File: config.mk
export PLATFORM = sky130hd
export DESIGN_NAME = change_replay
export DESIGN_NICKNAME = d
export VERILOG_FILES = /design/src/rtl/change_replay.sv
export SDC_FILE = /design/constraint.sdc
export NUM_CORES = 1
export LEC_CHECK = 0
export ABC_CLOCK_PERIOD_IN_PS = 4600
export CORE_ASPECT_RATIO = 0.75
export CORE_MARGIN = 5
export CORE_UTILIZATION = 57
export DETAILED_ROUTE_END_ITERATION = 10
export GPL_TIMING_DRIVEN = 0
export PLACE_DENSITY = 0.79
export SKIP_CTS_REPAIR_TIMING = 1
export SLEW_MARGIN = 25
export SYNTH_ARGS = -nofsm -noshare
export SYNTH_HDL_FRONTEND = slang
export SYNTH_SLANG_ARGS = --single-unit
File: constraint.sdc
create_clock -name clk -period 4.6 [get_ports clk]
set_input_delay 0.69 -clock clk [delete_from_list [all_inputs] [get_ports clk]]
set_output_delay 0.69 -clock clk [all_outputs]
set_load 0.03 [all_outputs]
File: src/rtl/change_replay.sv
// Value-change replayer: buffers {time,id,val,last} records and drives each onto sig_out at its timestamp.
// Optional CHANGE_REPLAY_STROBE_EN adds chg_strobe, a one-cycle pulse per applied record.
module change_replay #(
  parameter int NUM_SIGS   = 8,
  parameter int ID_W       = 3,
  parameter int TS_W       = 16,
  parameter int FIFO_DEPTH = 4,
  parameter bit INIT_VAL   = 1'b0
) (
  input  logic                clk,
  input  logic                rst,
  input  logic                start,
  input  logic                rec_valid,
  output logic                rec_ready,
  input  logic [TS_W-1:0]     rec_time,
  input  logic [ID_W-1:0]     rec_id,
  input  logic                rec_val,
  input  logic                rec_last,
  output logic [NUM_SIGS-1:0] sig_out,
  output logic [TS_W-1:0]     time_now,
  output logic                busy,
  output logic                done,
  output logic                err
`ifdef CHANGE_REPLAY_STROBE_EN
  ,
  output logic [NUM_SIGS-1:0] chg_strobe
`endif
);

  localparam int AW = $clog2(FIFO_DEPTH);
  localparam int RW = TS_W + ID_W + 2;
  localparam logic [AW:0]          FULL_CNT = (AW+1)'(FIFO_DEPTH);
  localparam logic [AW:0]          PTR_ONE  = {{AW{1'b0}}, 1'b1};
  localparam logic [NUM_SIGS-1:0]  INIT_VEC = {NUM_SIGS{INIT_VAL}};
  localparam logic [TS_W-1:0]      TS_ZERO  = {TS_W{1'b0}};
  localparam logic [TS_W-1:0]      TS_MAX   = {TS_W{1'b1}};

  typedef enum logic [1:0] {
    IDLE = 2'd0,
    RUN  = 2'd1,
    DONE = 2'd2
  } state_t;

  state_t              state_r, state_nxt_s;
  logic [RW-1:0]       mem_r [FIFO_DEPTH];
  logic [AW:0]         wr_ptr_r, rd_ptr_r, count_s, count_nxt_s;
  logic                push_s, pop_s;
  logic [RW-1:0]       head_s;
  logic [TS_W-1:0]     head_time_s;
  logic [ID_W-1:0]     head_id_s;
  logic                head_val_s, head_last_s;
  logic [NUM_SIGS-1:0] sig_nxt_s;
  logic [TS_W-1:0]     time_nxt_s;
  logic                err_nxt_s;
`ifdef CHANGE_REPLAY_STROBE_EN
  logic [NUM_SIGS-1:0] strobe_nxt_s;
`endif

  // Local time saturates at the top of its range instead of wrapping.
  function automatic logic [TS_W-1:0] sat_inc(input logic [TS_W-1:0] t);
    if (t == TS_MAX) sat_inc = t;
    else             sat_inc = t + {{(TS_W-1){1'b0}}, 1'b1};
  endfunction

  // FIFO handshake and head-record field decode
  always_comb begin
    push_s      = rec_valid && rec_ready;
    count_s     = wr_ptr_r - rd_ptr_r;
    head_s      = mem_r[rd_ptr_r[AW-1:0]];
    head_time_s = head_s[RW-1 -: TS_W];
    head_id_s   = head_s[ID_W+1:2];
    head_val_s  = head_s[1];
    head_last_s = head_s[0];
  end

  // Replay engine: restart handling and one head-record evaluation per cycle
  always_comb begin
    state_nxt_s = state_r;
    sig_nxt_s   = sig_out;
    time_nxt_s  = time_now;
    err_nxt_s   = err;
    pop_s       = 1'b0;
`ifdef CHANGE_REPLAY_STROBE_EN
    strobe_nxt_s = {NUM_SIGS{1'b0}};
`endif
    if (start) begin
      state_nxt_s = RUN;
      time_nxt_s  = TS_ZERO;
      sig_nxt_s   = INIT_VEC;
      err_nxt_s   = 1'b0;
    end else begin
      case (state_r)
        RUN: begin
          if (count_s == {(AW+1){1'b0}}) begin
            time_nxt_s = sat_inc(time_now);
          end else if (32'(head_id_s) >= NUM_SIGS) begin
            pop_s     = 1'b1;
            err_nxt_s = 1'b1;
          end else if (head_time_s < time_now) begin
            pop_s     = 1'b1;
            err_nxt_s = 1'b1;
          end else if (head_time_s == time_now) begin
            pop_s = 1'b1;
            for (int i = 0; i < NUM_SIGS; i++) begin
              sig_nxt_s[i] = (32'(head_id_s) == i) ? head_val_s : sig_out[i];
`ifdef CHANGE_REPLAY_STROBE_EN
              strobe_nxt_s[i] = (32'(head_id_s) == i);
`endif
            end
          end else begin
            time_nxt_s = sat_inc(time_now);
          end
          // A last record ends the replay whether it was applied or discarded.
          if (pop_s && head_last_s) state_nxt_s = DONE;
          else                      state_nxt_s = RUN;
        end
        IDLE:    time_nxt_s  = TS_ZERO;
        DONE:    state_nxt_s = DONE;
        default: state_nxt_s = IDLE;
      endcase
    end
    count_nxt_s = count_s + (AW+1)'(push_s) - (AW+1)'(pop_s);
  end

  // State, pointers and all registered outputs
  always_ff @(posedge clk or posedge rst) begin
    if (rst) begin
      state_r   <= IDLE;
      wr_ptr_r  <= {(AW+1){1'b0}};
      rd_ptr_r  <= {(AW+1){1'b0}};
      sig_out   <= INIT_VEC;
      time_now  <= TS_ZERO;
      busy      <= 1'b0;
      done      <= 1'b0;
      err       <= 1'b0;
      rec_ready <= 1'b0;
    end else begin
      state_r   <= state_nxt_s;
      if (push_s) wr_ptr_r <= wr_ptr_r + PTR_ONE;
      if (pop_s)  rd_ptr_r <= rd_ptr_r + PTR_ONE;
      sig_out   <= sig_nxt_s;
      time_now  <= time_nxt_s;
      err       <= err_nxt_s;
      busy      <= (state_nxt_s == RUN);
      done      <= (state_nxt_s == DONE);
      rec_ready <= (count_nxt_s != FULL_CNT) && (state_nxt_s != DONE);
    end
  end

  // Record storage; occupancy is tracked by the pointers alone
  always_ff @(posedge clk) begin
    if (push_s) mem_r[wr_ptr_r[AW-1:0]] <= {rec_time, rec_id, rec_val, rec_last};
  end

`ifdef CHANGE_REPLAY_STROBE_EN
  // Strobe register, aligned with the sig_out update it marks
  always_ff @(posedge clk or posedge rst) begin
    if (rst) chg_strobe <= {NUM_SIGS{1'b0}};
    else     chg_strobe <= strobe_nxt_s;
  end
`endif

endmodule

==> reports/metrics.cfg <==
[synthesis]
synth_edf_count = 84
ys_warn_count = 0
synth-async-reset-ratio_pct = 30.0
synth_top_area_share_pct = 44.2
synth_seq_cells = 120
yosysMostFrequentCell = edfxtp_1
synth_top_flop_cell = edfxtp_1
synth_nets = 439
syn_area_per_cell_sq_um = 14.8
synth_area_sq_mm = 0.00571
yosys-top-cells-area = edfxtp_1, dfrtp_1, mux4_2
synth_seq_area_share_pct = 60.0
ys_types = 59
synth_top_cell_by_area = edfxtp_1
syn_inst = 387
netlist_top_cells_count = edfxtp_1, dfrtp_1, nor2_1

[hold_path]
min_path_cells = 1
min_path_type = reg2reg

[sta]
fin_crit_sh_pct = 95.5
finalHoldViolations = 0
finalClockSkew_ns = 0.00721
slew_viol_final = 0
period_needed_ns = 4.39
fmax_mhz = 228
finalSetupViolCount = 0
rsz0062_at_grt = false
worst_pin_slew_ns = 0.627
worst_slack_ns = 0.207
holdWs_ns = 0.480
relSlewSlack_pct = 58.2

[critical_path]
required_ns = 4.89
worst-r2r-cell-count = 17
critPathSlowestCell = mux4_2
rr_endpoint = rec_ready$_DFF_PP0_
arrival_ns = 4.68
cp_common_cell = ha_1
crit_path_end = rec_ready$_DFF_PP0_
cp_max_fo = 10
end_kind = flip-flop
startpoint = rd_ptr_r[0]$_DFFE_PP0P_
cp-start-kind = flip-flop
rrSetupSlack_ns = 0.21
timing.rr.start = rd_ptr_r[0]$_DFFE_PP0P_
cp_cell_sequence = buf_8 -> buf_8 -> mux4_2 -> ha_1 -> nand4_2 -> nor2_1 -> a221o_2 -> o31a_2 -> nor2_4 -> ha_1 -> inv_1 -> ha_1 -> fa_1 -> xnor2_1 -> xnor2_1 -> nor3_1 -> a211oi_2
crit_type = reg2reg
slowest_delay_ns = 0.53

[die]
rows = 31
coreArea_sq_mm = 0.00974
initial_core_util_pct = 58.6
fp.dieH_um = 96.7
die-area_sq_mm = 0.0121
ioPinCount = 53
die_w_um = 126

[run_status]
status = finished clean

[cts]
cts_tree = built
root_buffer = clkbuf_16
clkLatencyLatePin_ns = 0.41
clk_pin_slew_ns = 0.06
cts_made_buffers = 17
cts_num_sinks = 120
htreeDepth = 4
clock_path_buffers = 2

[global_route]
grt_max_degree = 27
antenna_found_initial = 0
grt_pass1_wl_mm = 19.4
grt_pass1_vias = 3698
grt_util_all_layers_pct = 20.9
grt.overflow.total = 0

[layout]
num_antenna_cells = 0
areaGrowthSynthToFinish_pct = 24.5
fill_cells = 616
seqCellArea_sq_mm = 0.00343
final_util_pct = 73.0
multi_input_area_sq_mm = 0.00214
design_area_sq_mm = 0.00711
fin_nets = 518
drive_gt1_share_pct = 20.5

[pwr]
ir_drop_mv = 0.396
p_leak_nw = 2.65
powerDensity_mw_per_mm2 = 623
design_power_total_w = 0.00443

[placed_design]
place.gp.congestion = 0.895
preCtsSetupSlack_ns = -0.489
dp_hpwl_mm = 8.11
io_buffers = 52
post_dp_cell_area_sq_mm = 0.00642

[routing]
drc = 0
firstDrtPassIters = 7
post_drt_wl_per_cell_um = 19.5
via_per_inst = 5.91
vias = 3609
first_iter_violations = 274
ant_nets = 0
routed_wl_mm = 11.9

[flow_run]
cap_viol_max_count = 0

## metrics by stage
| step | std cells | TNS, ns |
|---|---|---|
| 2_1_floorplan | 387 | 0 |
| 3_3_place_gp | 571 | -0.395 |
| 3_5_place_dp | 572 | -0.489 |
| 4_1_cts | 604 | -0.566 |
| 5_1_grt | 611 | 0 |
| 6_report | 611 | 0 |
## routing by layer
layer	part of all wire (%)	routed length [um]	vias to the layer above	global-route usage (%)
met5	0	0	-	0
met1	44	5200	1801	28.1
met2	46	5510	154	31.1
met4	1.6	187	0	8.50
met3	8.4	1000	17	7.60
li1	-	-	1637	-
## cell families after synthesis
family / synth area share (%)
compound gates: 5.65
xor+xnor: 1.31
fa+ha+maj: 6.18
buf+inv: 2.78
flops: 60.0
mux: 12.8
simple gates: 11.3
## cell type report
cell class                 count  area share (%)
tap                          132            2.32
inverter                      23            1.22
sequential                   120            48.2
clock inverter                15            2.47
buffer                        11            1.37
multi-input combinational    233            30.1
clock buffer                  17            5.99
timing repair buffer          60            8.35
## cell usage in the layout, fill, tap and decap left out, types with 5 or more instances in the layout
master / Yosys / layout
a21oi_1: 8 / 8
buf_4: 1 / 7
clkbuf_16: 0 / 17
clkdlybuf4s50_1: 0 / 52
dfrtp_1: 36 / 34
edfxtp_1: 84 / 84
ha_1: 25 / 25
inv_1: 23 / 22
mux2_1: 13 / 13
mux2i_1: 8 / 8
mux4_2: 21 / 21
nand2_1: 11 / 11
nand2b_1: 13 / 13
nand3_1: 12 / 12
nand4_1: 6 / 6
nor2_1: 35 / 35
nor3_1: 6 / 6
o22ai_1: 5 / 5
## worst min-delay path by stage
stage / slack [ns] / from / endpoint
4_1_cts: 0.48 / wr_ptr_r[2]$_DFFE_PP0P_ / wr_ptr_r[2]$_DFFE_PP0P_
3_5_place_dp: 0.47 / wr_ptr_r[2]$_DFFE_PP0P_ / wr_ptr_r[2]$_DFFE_PP0P_
6_report: 0.48 / wr_ptr_r[2]$_DFFE_PP0P_ / wr_ptr_r[2]$_DFFE_PP0P_
2_1_floorplan: 0.44 / wr_ptr_r[2]$_DFFE_PP0P_ / wr_ptr_r[2]$_DFFE_PP0P_
3_3_place_gp: 0.46 / wr_ptr_r[2]$_DFFE_PP0P_ / wr_ptr_r[2]$_DFFE_PP0P_
5_1_grt: 0.49 / wr_ptr_r[2]$_DFFE_PP0P_ / wr_ptr_r[2]$_DFFE_PP0P_
## worst max-delay path, delay by kind of cell, from the launching register on
kind / cells / cell delay, ns
buffers and inverters: 3 / 0.41
AND/OR/NAND/NOR: 4 / 0.69
adder cells (fa/ha/maj): 4 / 1.06
XOR/XNOR: 2 / 0.29
AO/OA/AOI/OAI: 3 / 0.82
flip-flops: 1 / 0.43
multiplexers: 1 / 0.53
## registers in the layout (all words and copies together), names as in the netlist
register,flops
done,1
rec_ready,1
err,1
rd_ptr_r,3
state_r,2
wr_ptr_r,3
time_now,16
mem_r,84
sig_out,8
busy,1
## report_power, final
group	leakage (nW)	internal [W]	switching, W
Sequential	1.24	0.00137	0.0000913
Clock	0.287	0.000851	0.000478
Combinational	1.12	0.000732	0.000906
Total	2.65	0.00295	0.00148
Note: power is estimated with default switching activity, not from simulation.
